File: src/rtl/ftoi_pkg.sv
// Shared widths, default converter latency and the tagged response record
// used by the fp32->int32 share arbiter.
package ftoi_pkg;

  localparam int unsigned FP_W      = 32;
  localparam int unsigned INT_W     = 32;
  localparam int unsigned FTOI_LAT  = 7;
  // Widest tag needed for up to 16 requesters.
  localparam int unsigned MAX_TAG_W = 4;

  typedef struct packed {
    logic [MAX_TAG_W-1:0] tag;
    logic [INT_W-1:0]     data;
  } ftoi_resp_t;

endpackage

File: src/rtl/ftoi_resp_fifo.sv
// Synchronous response FIFO: registered head entry plus a circular body,
// occupancy count output and same-cycle push/pop at any fill level.
module ftoi_resp_fifo
  import ftoi_pkg::*;
#(
  parameter int unsigned Depth = 8,
  parameter int unsigned CntW  = $clog2(Depth + 1)
) (
  input  logic             clk,
  input  logic             rst,
  input  logic             push,
  input  ftoi_resp_t       push_data,
  input  logic             pop,
  output logic             head_valid,
  output ftoi_resp_t       head_data,
  output logic [CntW-1:0]  count,
  output logic             full
);

  localparam int unsigned BodyN = (Depth > 1) ? Depth - 1 : 1;
  localparam int unsigned PtrW  = (BodyN > 1) ? $clog2(BodyN) : 1;

  ftoi_resp_t      body_q [BodyN];
  ftoi_resp_t      head_q;
  logic            head_valid_q;
  logic [PtrW-1:0] rd_ptr_q, wr_ptr_q;
  logic [CntW-1:0] body_cnt_q;

  logic pop_eff, head_free, body_nonempty, body_rd, push_head, push_body;

  function automatic logic [PtrW-1:0] ptr_inc(input logic [PtrW-1:0] p);
    return (p == PtrW'(BodyN - 1)) ? '0 : p + 1'b1;
  endfunction

  // The head refills from the body first; a push bypasses into the head only
  // when the body is empty, which keeps entries in push order.
  always_comb begin
    pop_eff       = pop && head_valid_q;
    head_free     = !head_valid_q || pop_eff;
    body_nonempty = (body_cnt_q != '0);
    body_rd       = head_free && body_nonempty;
    push_head     = push && head_free && !body_nonempty;
    push_body     = push && !push_head;
  end

  always_ff @(posedge clk) begin
    if (rst) begin
      head_valid_q <= 1'b0;
      head_q       <= '0;
      rd_ptr_q     <= '0;
      wr_ptr_q     <= '0;
      body_cnt_q   <= '0;
    end else begin
      if (body_rd) begin
        head_q   <= body_q[rd_ptr_q];
        rd_ptr_q <= ptr_inc(rd_ptr_q);
      end else if (push_head) begin
        head_q <= push_data;
      end
      head_valid_q <= !head_free || body_rd || push_head;
      if (push_body) begin
        wr_ptr_q <= ptr_inc(wr_ptr_q);
      end
      body_cnt_q <= body_cnt_q + CntW'(push_body) - CntW'(body_rd);
    end
  end

  always_ff @(posedge clk) begin
    if (push_body) begin
      body_q[wr_ptr_q] <= push_data;
    end
  end

  assign head_valid = head_valid_q;
  assign head_data  = head_q;
  assign count      = CntW'(head_valid_q) + body_cnt_q;
  assign full       = (count == CntW'(Depth));

endmodule

File: src/rtl/ftoi_share_arb.sv
// Round-robin share of one fixed-latency fp32->int32 converter with tagged,
// credit-protected response buffering. Optional perf counters: FTOI_ARB_PERF_EN.
module ftoi_share_arb
  import ftoi_pkg::*;
#(
  parameter int unsigned NUM_REQ   = 4,
  parameter int unsigned LAT       = FTOI_LAT,
  parameter int unsigned OUT_DEPTH = 8,
  parameter int unsigned TAG_W     = (NUM_REQ > 1) ? $clog2(NUM_REQ) : 1
) (
  input  logic                    clk,
  input  logic                    rst,
  input  logic [NUM_REQ-1:0]      req_valid,
  input  logic [NUM_REQ*FP_W-1:0] req_data,
  output logic [NUM_REQ-1:0]      req_ready,
  output logic [FP_W-1:0]         conv_a,
  input  logic [INT_W-1:0]        conv_z,
  output logic                    resp_valid,
  output logic [INT_W-1:0]        resp_data,
  output logic [TAG_W-1:0]        resp_tag,
  input  logic                    resp_ready
`ifdef FTOI_ARB_PERF_EN
  ,
  output logic [31:0]             perf_issued,
  output logic [31:0]             perf_stall
`endif
);

  localparam int unsigned CntW = $clog2(OUT_DEPTH + 1);
  localparam int unsigned InfW = $clog2(LAT + 1);
  localparam int unsigned OccW = $clog2(LAT + OUT_DEPTH + 1);
  localparam int unsigned SW   = TAG_W + 1;

  logic [FP_W-1:0]  req_op [NUM_REQ];
  logic [TAG_W-1:0] rr_ptr_q;
  logic [InfW-1:0]  inflight_q;
  logic             dl_valid_q [LAT];
  logic [TAG_W-1:0] dl_tag_q [LAT];
  logic [CntW-1:0]  fifo_count;
  logic             fifo_full;
  logic             issue_ok, gnt_found, accept, retire;
  logic [TAG_W-1:0] gnt_idx, scan_idx;
  logic [SW-1:0]    scan_sum;
  ftoi_resp_t       push_data, head_data;
  logic             unused_tag;

  for (genvar i = 0; i < NUM_REQ; i++) begin : g_op
    assign req_op[i] = req_data[i*FP_W +: FP_W];
  end

  // A pop frees its credit only from the next cycle, so back-to-back issue
  // with a draining FIFO needs OUT_DEPTH >= LAT + 2.
  assign issue_ok = (OccW'(inflight_q) + OccW'(fifo_count)) < OccW'(OUT_DEPTH);

  always_comb begin
    gnt_found = 1'b0;
    gnt_idx   = '0;
    scan_sum  = '0;
    scan_idx  = '0;
    for (int unsigned k = 0; k < NUM_REQ; k++) begin
      scan_sum = {1'b0, rr_ptr_q} + SW'(k);
      if (scan_sum >= SW'(NUM_REQ)) begin
        scan_sum = scan_sum - SW'(NUM_REQ);
      end
      scan_idx = scan_sum[TAG_W-1:0];
      if (!gnt_found && req_valid[scan_idx]) begin
        gnt_found = 1'b1;
        gnt_idx   = scan_idx;
      end
    end
  end

  assign accept = !rst && issue_ok && gnt_found;
  assign retire = dl_valid_q[LAT-1];

  always_comb begin
    req_ready = '0;
    conv_a    = '0;
    if (accept) begin
      req_ready[gnt_idx] = 1'b1;
      conv_a             = req_op[gnt_idx];
    end
  end

  // Tag delay line mirrors the converter pipeline so tags meet their results.
  always_ff @(posedge clk) begin
    if (rst) begin
      rr_ptr_q   <= '0;
      inflight_q <= '0;
      for (int i = 0; i < LAT; i++) begin
        dl_valid_q[i] <= 1'b0;
        dl_tag_q[i]   <= '0;
      end
    end else begin
      dl_valid_q[0] <= accept;
      dl_tag_q[0]   <= gnt_idx;
      for (int i = 1; i < LAT; i++) begin
        dl_valid_q[i] <= dl_valid_q[i-1];
        dl_tag_q[i]   <= dl_tag_q[i-1];
      end
      if (accept) begin
        rr_ptr_q <= (gnt_idx == TAG_W'(NUM_REQ - 1)) ? '0 : gnt_idx + 1'b1;
      end
      if (accept && !retire) begin
        inflight_q <= inflight_q + 1'b1;
      end else if (!accept && retire) begin
        inflight_q <= inflight_q - 1'b1;
      end
    end
  end

  always_comb begin
    push_data      = '0;
    push_data.tag  = MAX_TAG_W'(dl_tag_q[LAT-1]);
    push_data.data = conv_z;
  end

  ftoi_resp_fifo #(
    .Depth (OUT_DEPTH),
    .CntW  (CntW)
  ) u_fifo (
    .clk        (clk),
    .rst        (rst),
    .push       (retire),
    .push_data  (push_data),
    .pop        (resp_ready),
    .head_valid (resp_valid),
    .head_data  (head_data),
    .count      (fifo_count),
    .full       (fifo_full)
  );

  assign resp_data  = head_data.data;
  assign resp_tag   = head_data.tag[TAG_W-1:0];
  assign unused_tag = ^head_data.tag;

  assert property (@(posedge clk) disable iff (rst) !(retire && fifo_full));

`ifdef FTOI_ARB_PERF_EN
  logic [31:0] perf_issued_q, perf_stall_q;

  always_ff @(posedge clk) begin
    if (rst) begin
      perf_issued_q <= '0;
      perf_stall_q  <= '0;
    end else begin
      if (accept && (perf_issued_q != '1)) begin
        perf_issued_q <= perf_issued_q + 1'b1;
      end
      if ((|req_valid) && !issue_ok && (perf_stall_q != '1)) begin
        perf_stall_q <= perf_stall_q + 1'b1;
      end
    end
  end

  assign perf_issued = perf_issued_q;
  assign perf_stall  = perf_stall_q;
`endif

endmodule

File: config.mk
export PLATFORM = sky130hd
export DESIGN_NAME = ftoi_share_arb
export DESIGN_NICKNAME = d
export VERILOG_FILES = /design/src/rtl/ftoi_pkg.sv /design/src/rtl/ftoi_resp_fifo.sv /design/src/rtl/ftoi_share_arb.sv
export SDC_FILE = /design/constraint.sdc
export NUM_CORES = 1
export LEC_CHECK = 0
export ABC_AREA = 1
export CORE_ASPECT_RATIO = 1.1
export CORE_MARGIN = 2
export CORE_UTILIZATION = 57
export DETAILED_ROUTE_END_ITERATION = 8
export PLACE_DENSITY = 0.85
export SLEW_MARGIN = 40
export SYNTH_ARGS = -nofsm -noshare
export SYNTH_HDL_FRONTEND = slang
export SYNTH_SLANG_ARGS = --single-unit
export TNS_END_PERCENT = 30
File: constraint.sdc
create_clock -name clk -period 10.4 [get_ports clk]
set_clock_uncertainty 0.15 [all_clocks]
set_input_delay 2.08 -clock clk [delete_from_list [all_inputs] [get_ports clk]]
set_output_delay 2.08 -clock clk [all_outputs]
set_load 0.01 [all_outputs]
### Word-level counts from Yosys, hierarchy flattened

Memory sizes are Yosys's and may differ from the RTL's. A register that Yosys moved wholly into a read port is not among the register bits.
Cells that the tools add are included.

* output and inout port bits: 71
* latch bits: 0
* bits in writable memories: 259
* word-level logic and storage cells: 141
* bits in registers: 50
* memories kept: 3
* memory bits (read-only): 0

Memory list
* u_fifo.body_q: words 7, bits a word 34, read ports 1, clocked after memory_dff 1, wr ports 1, line ftoi_resp_fifo.sv:23 `ftoi_resp_t body_q [BodyN];`
* dl_tag_q: words 7, bits a word 2, read ports 7, clocked after memory_dff 0, wr ports 7, line ftoi_share_arb.sv:38 `logic [TAG_W-1:0] dl_tag_q [LAT];`
* dl_valid_q: words 7, bits a word 1, read ports 7, clocked after memory_dff 0, wr ports 7, line ftoi_share_arb.sv:37 `logic dl_valid_q [LAT];`

* bitwise operators: 15
* order comparisons: 12
* multipliers: 0
* shifts and indexed selects: 0
* reductions and logical operators: 29
* eq/ne operators: 3
* add/subtract/negate cells: 16
* muxes and demuxes: 55
* div/mod/pow operators: 0

Operators by type and width (count)
* 32-bit 2-to-1 mux: 3
* 34-bit 2-to-1 mux: 2
* 32-bit binary-select mux with 2-bit select: 1
* 2-bit 2-to-1 mux: 16
* 1-bit 2-to-1 mux: 21
* 3-bit 2-to-1 mux: 6
* 2-bit by 3-bit less-than comparator with 1-bit output (second input constant): 5
* 1-bit bitwise OR: 14
* 1-bit logical AND: 13
* 3-bit greater-or-equal comparator (second input constant): 4
* 1-bit logical NOT: 10
* 3-bit by 1-bit adder with 3-bit output (second input constant): 3
* 1-bit binary-select mux with 2-bit select: 4
* 2-bit by 1-bit subtractor with 2-bit output (second input constant): 4
* 2-bit by 2-bit adder with 3-bit output (second input constant): 2
* 3-bit equality test (second input constant): 2
* 1-bit by 4-bit adder with 4-bit output: 1
* 3-bit by 4-bit adder with 4-bit output: 1
* 4-bit by 1-bit adder with 4-bit output: 1
* 4-bit less-than comparator (second input constant): 1
* 4-bit 2-to-1 mux: 1
* 2-bit nonzero test: 2
* 4-bit nonzero test: 1
* 4-bit by 1-bit subtractor with 4-bit output: 1
* other kinds (9): 11

### Depth between registers and ports, before layout

Gate-level depths: netlist of the first run.

* depth after elaboration: 19
* mapped depth: 19
* gate-level depth less buffers: 17

### Cells and area by module

From an unflattened synthesis of the first run, not the netlist that was laid out.

* cell total of the unflattened synthesis: 1845
* area, all modules: 15877.7 µm²

Modules (own cells, without submodules)
* ftoi_resp_fifo: area each 12997.5 µm², cells an instance 1321, instances 1
* ftoi_share_arb: area each 2880.3 µm², cells an instance 524, instances 1

### Worst setup path before layout of the first run

OpenSTA, ideal clock, no wires.

* kind: input to output
* from: in req_valid[3]
* to: out req_ready[1]
* arrival time: 3386 ps
* slack: 4784 ps
* stages: 14
* buffers on the path: 2
* cells stage by stage: inv_1 nand2_1 nand3_1 nand2_1 inv_1 nand2_1 nand2_2 nand3_2 buf_6 buf_4 inv_1 ha_1 inv_1 nor2_1

* cells in the longest elaborated chain, start to end: 17
* elaborated cells between the ends (all ways): 29
* classes of those cells: order compare (2); mux (19); reduce/logical (8)

Ends and longest elaborated chain
* from (decl): line ftoi_share_arb.sv:13 `input logic [NUM_REQ-1:0] req_valid,`
* 1-bit binary-select mux with 2-bit select: line ftoi_share_arb.sv:66 `if (!gnt_found && req_valid[scan_idx]) begin`
* 1-bit 2-to-1 mux (implied by the code): line ftoi_share_arb.sv:66
* 1-bit 2-to-1 mux: line ftoi_share_arb.sv:66
* 1-bit logical NOT: line ftoi_share_arb.sv:66
* 1-bit logical AND: line ftoi_share_arb.sv:66
* 1-bit 2-to-1 mux: line ftoi_share_arb.sv:66
* 1-bit logical NOT: line ftoi_share_arb.sv:66
* 1-bit logical AND: line ftoi_share_arb.sv:66
* (+2 left out)
* 1-bit logical AND: line ftoi_share_arb.sv:66
* 2-bit 2-to-1 mux (*): line ftoi_share_arb.sv:66
* net gnt_idx[0]: line ftoi_share_arb.sv:42 `logic [TAG_W-1:0] gnt_idx, scan_idx;`
* 2-bit by 3-bit less-than comparator with 1-bit output (implied by the code) or 2-bit by 1-bit greater-or-equal comparator with 1-bit output (tied branches): line ftoi_share_arb.sv:80 `req_ready[gnt_idx] = 1'b1;`
* 1-bit logical AND (implied by the code): line ftoi_share_arb.sv:80
* 1-bit 2-to-1 mux (implied by the code): line ftoi_share_arb.sv:80
* 1-bit demux with 2-bit select (*): line ftoi_share_arb.sv:80
* 4-bit 2-to-1 mux (*): line ftoi_share_arb.sv:79 `if (accept) begin`
* to (decl): line ftoi_share_arb.sv:15 `output logic [NUM_REQ-1:0] req_ready,`

Mark *: on every way through the listed nets, which the timed path passes. The rest lies on a longest branch. The select of a mux whose other input is x is not followed.

### Worst setup path in the final report of the first run

* from: in req_valid[0]
* to: out req_ready[1]

* cells in the longest elaborated chain, start to end: 17
* elaborated cells between the ends (all ways): 29
* classes of those cells: order compare (2); mux (19); reduce/logical (8)

Ends and longest elaborated chain (line)
* 1-bit binary-select mux with 2-bit select: ftoi_share_arb.sv:66
* 1-bit 2-to-1 mux (implied by the code): ftoi_share_arb.sv:66
* 1-bit 2-to-1 mux: ftoi_share_arb.sv:66
* 1-bit logical NOT: ftoi_share_arb.sv:66
* 1-bit logical AND: ftoi_share_arb.sv:66
* 1-bit 2-to-1 mux: ftoi_share_arb.sv:66
* 1-bit logical NOT: ftoi_share_arb.sv:66
* 1-bit logical AND: ftoi_share_arb.sv:66
* 1-bit 2-to-1 mux: ftoi_share_arb.sv:66
* 1-bit logical NOT: ftoi_share_arb.sv:66
* 1-bit logical AND: ftoi_share_arb.sv:66
* 2-bit 2-to-1 mux: ftoi_share_arb.sv:66
* 2-bit by 3-bit less-than comparator with 1-bit output (implied by the code) or 2-bit by 1-bit greater-or-equal comparator with 1-bit output (tied branches): ftoi_share_arb.sv:80
* 1-bit logical AND (implied by the code): ftoi_share_arb.sv:80
* 1-bit 2-to-1 mux (implied by the code): ftoi_share_arb.sv:80
* 1-bit demux with 2-bit select: ftoi_share_arb.sv:80
* 4-bit 2-to-1 mux (*): ftoi_share_arb.sv:79

Mark *: on every way between the ends. The rest lies on a longest branch, timed or not. The select of a mux whose other input is x is not followed.

==> metrics.md, run 1 <==
| Metric | Value |
|---|---|
| Footprint of the multi-input gates | `4500 um^2` |
| Final hold slack | `0.249 ns` |
| Vias/cell | `5.74` |
| Area of the mapped netlist | `13,900 um^2` |
| Tcrit/Tclk final | `74.6%` |
| TNS Setup | `0 ns` |
| Top_reg_cell synth | `edfxtp_1` |
| WL final | `36,700 um` |
| Synth Area per Inst | `9.53 um^2` |
| Die ar. | `25,600 um^2` |
| Cell Pwr Density | `282 nW/um^2` |
| RR Startpoint | `u_fifo.body_cnt_q[2]` |
| Worst skew pair latency | `0.57 ns` |
| Sequential fraction of the synthesis area | `62.3%` |
| Leading cell types by count after synthesis | `451 x nand2_1, 238 x edfxtp_1, 146 x a21oi_1` |
| Highest Clock Rate | `129 MHz` |
| Resized Gates After CTS | `0` |
| Final RePlAce weighted congestion | `0.876` |
| Critical Path End Type | `output port` |
| Fill cell count | `1,618` |
| Port-buffer cells | `237` |
| DR top layer | `met4` |
| Worst vdd ir | `208 uV` |
| Met1 Wirelength | `13,400 um` |
| Chip height | `168 um` |
| 1st-pass router iterations | `6` |
| Fin util | `73.1%` |
| CP startpoint | `req_valid[0]` |
| CTS Buf Count | `29` |
| Synth Net Count | `1,635` |
| Die width | `153 um` |
| CP Launch Type | `primary input` |
| R2r endpoint | `u_fifo.body_cnt_q[3]` |
| Max Slew Vio Count | `0` |
| Share of synthesized registers carrying an async set or reset | `0%` |
| Yosys top cell area share | `51.6%` |
| Layout area overhead | `25.4%` |
| Post-Place Worst Slack | `2.63 ns` |
| Layout cells sized above 1 | `5.35%` |
| Vias in the first global route | `11,219` |
| Status | `complete, no violations` |
| WL met2 | `19,100 um` |
| CTS root buf | `clkbuf_16` |
| Crit path setup slack, layout | `2.64 ns` |
| CTS Hold Bufs | `0` |
| Pin count of the biggest net entering global routing | `87` |
| Total GRT Usage | `27.8%` |
| Static Leak | `0.00645 uW` |
| Worst Tran Pin Value | `0.816 ns` |
| Kind of critical path | `primary input to output port` |
| First-pass GRT wire length | `56,900 um` |
| Final ANT Viol Nets | `0` |
| Final #Nets | `1,824` |
| Synth Warn # | `0` |
| Post-synth EDFFs | `238` |
| Antenna violations before repair | `1` |
| CP endpoint | `req_ready[1]` |
| Worst Reg-to-Reg Cells | `14` |
| Register Area | `8640 um^2` |
| Final instance area | `17,400 um^2` |
| CTS tree | `done` |
| CP Max Fanout | `35` |
| Tmin final | `7.76 ns` |
| WP data required | `8.17 ns` |
| Diodes inserted | `0` |
| IO Pins | `238` |
| Placed Instance Area | `16,400 um^2` |
| R2R Setup Slk | `6.63 ns` |
| Slew HR | `45.6%` |
| Wire per inst | `18.6 um` |
| Post-synthesis register bit count | `312` |
| Worst hold path type | `flip-flop to flip-flop` |
| Vias after detailed routing | `11,302` |
| Final hold violations | `0` |
| Crit path DAT | `5.53 ns` |
| Top-count cell post-synth | `nand2_1` |
| Post-DP HPWL | `21,000 um` |
| Core area | `23,800 um^2` |
| Synth cell types | `29` |
| Drc violations | `0` |
| Grt total ovfl | `0` |
| Iter 0 DRT Violations | `899` |
| Setup Buffers After CTS | `0` |
| Clock Sinks | `312` |
| # rows | `59` |
| Final setup vio count | `0` |
| Reg clk slew, reported paths | `0.07 ns` |
| H-tree levels | `1` |
| Unrepaired setup endpoints after global routing | `no` |
| Max cap viols | `0` |
| Metal3 WL | `3000 um` |
| Yosys top cell by area | `edfxtp_1` |
| Largest cells by area after synthesis | `edfxtp_1 52%, nand2_1 12%, dfxtp_1 11%` |
| Initial Util | `58.3%` |
| Mapped Cells | `1,453` |
| Clock buffer depth | `3` |
[critical path, stage by stage]
cell	delay, ns
clkdlybuf4s50_1	0.49
inv_1	0.06
nand2_1	0.08
nand3_1	0.09
nand2_1	0.14
nor2_4	0.07
nand3_1	0.09
nand3_2	0.63
inv_2	0.82
ha_1	0.26
inv_1	0.05
nor2_1	0.10
clkdlybuf4s50_1	0.55
[through the flow]
stage / std cells / power (uW)
2_1_floorplan: 1453 / 3070
3_3_place_gp: 1915 / 3730
3_5_place_dp: 1916 / 3800
4_1_cts: 1970 / 4900
5_1_grt: 1970 / 5200
6_report: 1970 / 4900
[state kept, by name, summed over array words and instances, names as in the netlist, named ones only]
signal	cells
u_fifo.rd_ptr_q	3
rr_ptr_q	2
u_fifo.wr_ptr_q	3
u_fifo.body_cnt_q	4
u_fifo.head_valid	1
inflight_q	3
dl_valid_q	7
dl_tag_q	14
u_fifo.head_data	34
u_fifo.body_q	238
[worst min-delay path by stage]
| stage | start | to | slack (ns) | depth (start not counted) |
|---|---|---|---|---|
| final | dl_tag_q[3][1] | dl_tag_q[4][1] | 0.25 | 2 |
| after global routing | dl_tag_q[1][1] | dl_tag_q[2][1] | 0.27 | 2 |
| after CTS | dl_tag_q[3][1] | dl_tag_q[4][1] | 0.25 | 2 |
| after detailed placement | dl_valid_q[0] | dl_valid_q[1] | 0.24 | 2 |
| after global placement | dl_tag_q[4][1] | dl_tag_q[5][1] | 0.24 | 2 |
| after floorplan | dl_tag_q[0][0] | dl_tag_q[1][0] | 0.24 | 2 |
[placed cells by master, fill, tap and decap left out, drive strengths merged]
master	synthesis	final
nand3	44	44
ha	13	13
o221ai	34	34
a21oi	146	146
a211oi	2	2
dfxtp	74	74
edfxtp	238	238
clkdlybuf4s50	0	237
clkbuf	65	40
buf	30	16
and3	1	1
nor3	4	4
fa	2	2
nor2	142	142
xor2	3	3
clkinv	0	11
nand2	452	452
bufinv	0	2
a31oi	36	36
nand4	32	32
o21ai	43	43
inv	92	93
[cell type report]
cell class | instances | area share [%]
clock buffer | 40 | 5.06
clock inverter | 14 | 0.706
inverter | 92 | 2.02
multi-input combinational | 954 | 25.9
sequential | 312 | 49.7
tap | 305 | 2.20
timing repair buffer | 253 | 14.4
[report_power, final]
part           leakage [uW]  switching (uW)  total [uW]  internal, uW
clock network      0.000510             451        1090           640
registers           0.00275             115        1560          1450
logic               0.00319            1380        2250           865
total               0.00645            1950        4900          2950
[cells by family after synthesis]
logic type	count (synthesis)	share of synthesized area, %
AND/OR/NAND/NOR	675	19.6
buffers and inverters	187	5.76
flip-flops	312	62.3
AO/OA/AOI/OAI	261	10.7
adder cells (fa/ha/maj)	15	1.46
XOR/XNOR	3	0.190
[per-layer routing]
layer,global-route usage [%],vias up
li1,-,5326
met1,32.8,5285
met2,50.2,595
met3,4.68,96
met4,11.7,0
met5,0,-
Note: power is estimated with default switching activity, not from simulation.
==> inputs of run 2 (changes only) <==
Settings changed: CORE_UTILIZATION 57 to 48, PLACE_DENSITY 0.85 to 0.76.
Clock period 10.4 ns to 6.31 ns, I/O delays scaled along.
==> run 2 against run 1 <==
  * Sequential power up 63%
  * Critical path depth up 1
  * Clock-buffer cell count up 2
  * Via count down 2.1%
  * Critical path type unchanged
  * Die area up 18%
  * Total power up 62%
  * Worst setup slack worse by 2.1 ns
  * Flip-flop and latch count unchanged
  * Core utilization down 12 points
  * Clock power up 51%
  * First-iteration DRC count up 0.44%
  * Register-to-register slack worse by 4.0 ns
==> metrics.md, run 2 (synthesis results as in run 1) <==
| Metric | Value |
|---|---|
| Final hold violations | `0 (unchanged)` |
| Static Leak | `0.00641 uW (-0.60%)` |
| Layout area overhead | `25.8%` |
| Max reg flops | `238 (unchanged)` |
| Final #Nets | `1,830 (+0.33%)` |
| Die ar. | `30,200 um^2 (+18%)` |
| Final setup vio count | `0 (unchanged)` |
| R2R Setup Slk | `2.61 ns (-4.02 ns)` |
| Finished Layout Cells | `2,042 (+3.7%)` |
| CP Launch Type | `primary input` |
| Vias in the first global route | `10,742 (-4.3%)` |
| CTS Buf Count | `28 (-3.4%)` |
| Worst hold path type | `flip-flop to flip-flop` |
| Slew HR | `45.5% (-0.095 points)` |
| Max Slew Vio Count | `0 (unchanged)` |
| WL final | `35,700 um (-2.7%)` |
| Most used routing layer in global routing | `met2` |
| Largest Register | `u_fifo.body_q` |
| Worst vdd ir | `319 uV (+53%)` |
| Crit path DAT | `4.37 ns (-1.16 ns)` |
| Met1 usage | `28.0% (-4.9 points)` |
| Die width | `166 um (+8.7%)` |
| Drc violations | `0 (unchanged)` |
| CTS Hold Bufs | `0 (unchanged)` |
| Wire per inst | `17.5 um (-6.1%)` |
| Final ANT Viol Nets | `0 (unchanged)` |
| Post-DP HPWL | `22,200 um (+5.7%)` |
| Kind of critical path | `primary input to output port` |
| Total GRT Usage | `22.8% (-5.0 points)` |
| Worst skew pair latency | `0.54 ns (-0.03 ns)` |
| TNS Setup | `0 ns (unchanged)` |
| Tmin final | `5.78 ns` |
| Vias after detailed routing | `11,060 (-2.1%)` |
| Antenna violations before repair | `6 (+5)` |
| Port-buffer cells | `237 (unchanged)` |
| Status | `complete, no violations` |
| # rows | `65 (+10%)` |
| Most frequent cells in the layout | `450 x nand2_1, 238 x edfxtp_1, 237 x clkdlybuf4s50_1` |
| H-tree levels | `1 (unchanged)` |
| Resized Gates After CTS | `0 (unchanged)` |
| Highest Clock Rate | `173 MHz` |
| Critical Path End Type | `output port` |
| Dpl cells | `1,986 (+3.7%)` |
| Clock Sinks | `312 (unchanged)` |
| Core area | `28,500 um^2 (+20%)` |
| Logic pwr share | `47.1% (+1.3 points)` |
| Final RePlAce weighted congestion | `0.862 (-1.6%)` |
| Reg clk slew, reported paths | `0.06 ns (about the same)` |
| 1st-pass router iterations | `8 (+2)` |
| Unrepaired setup endpoints after global routing | `no` |
| Cell Pwr Density | `455 nW/um^2 (+61%)` |
| Vias/cell | `5.42 (-5.6%)` |
| Tcrit/Tclk final | `91.6%` |
| CTS root buf | `clkbuf_16` |
| Layout cells sized above 1 | `4.91% (-0.43 points)` |
| WP data required | `4.90 ns (-3.27 ns)` |
| Reg power frac | `32.1% (+0.2 points)` |
| CP Max Fanout | `51 (+46%)` |
| First-pass GRT wire length | `55,700 um (-2.2%)` |
| Pin count of the biggest net entering global routing | `97 (+11%)` |
| Internal | `4790 uW (+62%)` |
| Initial Util | `48.5% (-9.8 points)` |
| CTS tree | `done` |
| Grt total ovfl | `0 (unchanged)` |
| Setup Buffers After CTS | `0 (unchanged)` |
| Sw Share | `39.6% (-0.20 points)` |
| Max cap viols | `0 (unchanged)` |
| Switching pwr | `3140 uW (+61%)` |
| Overall Power | `7930 uW (+62%)` |
| IO Pins | `238 (unchanged)` |
| Clk pwr share | `20.8% (-1.5 points)` |
| GR Util met3 | `4.68% (about the same)` |
| Clock buffer depth | `3 (unchanged)` |
| Commonest non-fill, non-tap cell in the layout | `nand2_1` |
| Iter 0 DRT Violations | `903 (+0.44%)` |
| Worst Tran Pin Value | `0.817 ns (+0.00143 ns)` |
| Chip height | `182 um (+8.8%)` |
| Final hold slack | `0.251 ns (+0.00175 ns)` |
| Met2 Use GR | `40.5% (-9.7 points)` |
==> run 2: worst paths after layout <==
path | to | from | depth (start not counted)
worst max-delay path | conv_a[21] | req_valid[1] | 14
worst max register to register | inflight_q[2] | rr_ptr_q[0] | 16
worst min register to register | dl_valid_q[4] | dl_valid_q[3] | 2
worst min-delay path | dl_valid_q[4] | dl_valid_q[3] | 2
==> run 2: stage by stage <==
step / utilization [%] / instance area, um^2 / worst slack, ns
2_1_floorplan: - / 13900 / 1.62
3_3_place_gp: 57.7 / 16500 / 0.534
3_5_place_dp: 57.9 / 16500 / 0.520
4_1_cts: 61.0 / 17400 / 0.502
5_1_grt: 61.0 / 17400 / 0.243
6_report: 61.0 / 17400 / 0.531
==> run 2: area by class of cell <==
class,instances,area [um^2]
Multi-Input combinational cell,954,4500
Timing Repair Buffer,260,2580
Fill cell,2322,11100
Clock buffer,42,763
Clock inverter,9,128
Inverter,92,348
Sequential cell,312,8640
Tap cell,368,460
Antenna cell,5,12.5
==> run 2: power by group through the flow <==
stage               registers [uW]  logic [uW]  clock network, uW
floorplan                     2560        2500                  0
global placement              2580        3670                  0
detailed placement            2590        3730                  0
CTS                           2540        3760               1670
global route                  2570        4170               1760
finish                        2540        3740               1650
==> run 2: routing by layer <==
metal / wire (um) / vias up
li1: - / 5337
met2: 17600 / 477
met4: 1010 / 2
met5: 13 / -
met1: 13700 / 5173
met3: 3350 / 71
==> run 2: critical path: stages <==
cell and delay [ns]:
clkdlybuf4s50_1 0.42, inv_1 0.08, nand2_1 0.06, nand3_1 0.12, nand2_1 0.12, nor2_4 0.17, nand3_4 0.35, nand3_4 0.53
buf_12 0.28, nand2_1 0.08, nand3_1 0.07, nand2_1 0.06, nor2_1 0.16, clkdlybuf4s50_1 0.56
==> inputs of run 3 (changes only) <==
Settings changed: CORE_MARGIN 2 to not set, SLEW_MARGIN 40 to not set.
==> run 3 against run 2 <==
  * Via count is 1.3% higher
  * Worst setup slack better by 0.36 ns
  * Largest power group unchanged
  * Maximum frequency is 6.6% higher
  * Die area is 2.3% lower
  * Non-clock buffer count is 2 higher
  * Critical endpoint is now conv_a[25]
  * Sequential share of layout area is 0.068 points lower
  * Highest routed layer is now met4
  * Clock-buffer cell count is 1 lower
  * Sequential power hardly changed
  * Critical path depth is 2 lower
  * Largest cell class unchanged
  * Cell count hardly changed
==> metrics.md, run 3 (synthesis results as in run 1) <==
| Metric | Value |
|---|---|
| Status | `complete, no violations` |
| Reg clk slew, reported paths | `0.06 ns (about the same)` |
| Post-Place Worst Slack | `0.880 ns (+0.359 ns)` |
| CP startpoint | `req_valid[1]` |
| WP data required | `4.90 ns (about the same)` |
| Grt total ovfl | `0 (unchanged)` |
| CTS root buf | `clkbuf_16` |
| Clock buffer depth | `3 (unchanged)` |
| Fin util | `62.1% (+1.0 points)` |
| R2R Setup Slk | `2.67 ns (+0.06 ns)` |
| Drc violations | `0 (unchanged)` |
| Vias in the first global route | `11,008 (+2.5%)` |
| CTS tree | `done` |
| WL final | `36,200 um (+1.4%)` |
| Total GRT Usage | `24.4% (+1.6 points)` |
| Final #Nets | `1,833 (+0.16%)` |
| Iter 0 DRT Violations | `959 (+6.2%)` |
| Post-DP HPWL | `21,800 um (-1.8%)` |
| Worst skew pair latency | `0.54 ns (about the same)` |
| Max Slew Vio Count | `0 (unchanged)` |
| Resized Gates After CTS | `0 (unchanged)` |
| Vias/cell | `5.49 (+1.3%)` |
| Chip height | `180 um (-1.1%)` |
| Hold path depth | `2 (unchanged)` |
| Register Area | `8640 um^2 (unchanged)` |
| Core area | `28,100 um^2 (-1.5%)` |
| Final ANT Viol Nets | `0 (unchanged)` |
| Die width | `164 um (-1.2%)` |
| # rows | `64 (-1.5%)` |
| Slew HR | `21.7% (-24 points)` |
| Final hold slack | `0.247 ns (-0.00436 ns)` |
| Most frequent cells in the layout | `450 x nand2_1, 238 x edfxtp_1, 237 x clkdlybuf4s50_1` |
| Setup Buffers After CTS | `0 (unchanged)` |
| Port-buffer cells | `237 (unchanged)` |
| Cell Pwr Density | `461 nW/um^2 (+1.4%)` |
| Die ar. | `29,500 um^2 (-2.3%)` |
| Highest Clock Rate | `184 MHz (+6.6%)` |
| R2r endpoint | `inflight_q[2]` |
| Fill cell count | `2,292 (-1.3%)` |
| Wire per inst | `17.7 um (+1.5%)` |
| Layout cells sized above 1 | `5.32% (+0.41 points)` |
| Tmin final | `5.42 ns (-0.356 ns)` |
| CP Launch Type | `primary input` |
| IO Pins | `238 (unchanged)` |
| Layout area overhead | `26.0%` |
| Kind of critical path | `primary input to output port` |
| CTS Buf Count | `29 (+3.6%)` |
| Static Leak | `0.00644 uW (+0.40%)` |
| Worst Reg-to-Reg Cells | `15 (-1)` |
| Max cap viols | `0 (unchanged)` |
| Vias after detailed routing | `11,201 (+1.3%)` |
| Pin count of the biggest net entering global routing | `103 (+6.2%)` |
| Unrepaired setup endpoints after global routing | `no` |
| Critical Path End Type | `output port` |
| Commonest non-fill, non-tap cell in the layout | `nand2_1` |
| Largest Register | `u_fifo.body_q` |
| Clock Sinks | `312 (unchanged)` |
| Worst vdd ir | `393 uV (+23%)` |
| TNS Setup | `0 ns (unchanged)` |
| Crit path DAT | `4.01 ns (-0.36 ns)` |
| Footprint of the multi-input gates | `4490 um^2 (-0.11%)` |
| Final hold violations | `0 (unchanged)` |
| Hold_sp | `dl_tag_q[4][1]` |
| CP Max Fanout | `35 (-31%)` |
| Antenna violations before repair | `1 (-5)` |
| Worst Tran Pin Value | `1.17 ns (+0.357 ns)` |
| Crit path setup slack, layout | `0.887 ns (+0.356 ns)` |
| Max reg flops | `238 (unchanged)` |
| First-pass GRT wire length | `56,400 um (+1.2%)` |
| CTS Hold Bufs | `0 (unchanged)` |
| Worst hold path type | `flip-flop to flip-flop` |
| 1st-pass router iterations | `7 (-1)` |
| Tcrit/Tclk final | `85.9% (-5.6 points)` |
| Worst Hold End | `dl_tag_q[5][1]` |
| Final setup vio count | `0 (unchanged)` |
| RR Startpoint | `inflight_q[0]` |
| Initial Util | `49.3% (+0.76 points)` |
| Final RePlAce weighted congestion | `0.919 (+6.6%)` |
| H-tree levels | `1 (unchanged)` |
[run 3: per-stage QoR]
step | power (uW) | instances | instance area, um^2
6_report | 8050 | 2041 | 17500
5_1_grt | 8620 | 2036 | 17400
4_1_cts | 8110 | 2036 | 17400
3_5_place_dp | 6370 | 1983 | 16500
3_3_place_gp | 6320 | 1983 | 16500
2_1_floorplan | 5060 | 1453 | 13900
[run 3: routing by layer]
layer / share of wire [%] / up-vias / global-route usage, %
li1: - / 5361 / -
met1: 38 / 5267 / 29.7
met2: 51 / 512 / 43.4
met3: 8.8 / 61 / 3.91
met4: 2.7 / 0 / 8.52
met5: 0 / - / 0
[run 3: area by class of cell]
cell class | instances | area share (%)
antenna | 5 | 0.0717
multi-input combinational | 954 | 25.7
sequential | 312 | 49.5
inverter | 92 | 1.99
timing repair buffer | 262 | 14.7
tap | 363 | 2.60
clock buffer | 41 | 4.53
clock inverter | 12 | 0.817
[run 3: worst max-delay path, cell delays in order]
cell             delay, ns
clkdlybuf4s50_1       0.48
inv_1                 0.06
nand2_1               0.07
nand3_1               0.09
nand2_1               0.12
inv_1                 0.09
nand3_4               0.10
nand2_1               0.25
inv_2                 0.58
nand2_1               0.15
nor2_1                0.17
clkdlybuf4s50_1       0.58
[run 3: how the worst max path moves through the flow]
stage | to | depth (start not counted) | slack (ns)
3_3_place_gp | conv_a[25] | 12 | 0.88
2_1_floorplan | u_fifo.body_q[3][0] | 7 | 1.62
3_5_place_dp | conv_a[25] | 12 | 0.88
5_1_grt | conv_a[25] | 12 | 0.59
4_1_cts | conv_a[25] | 12 | 0.87
6_report | conv_a[25] | 12 | 0.89
[run 3: where the power goes]
part,total [uW],internal [uW],switching [uW]
registers,2550,2390,166
logic,3790,1490,2290
clock network,1710,996,715
total,8050,4870,3180
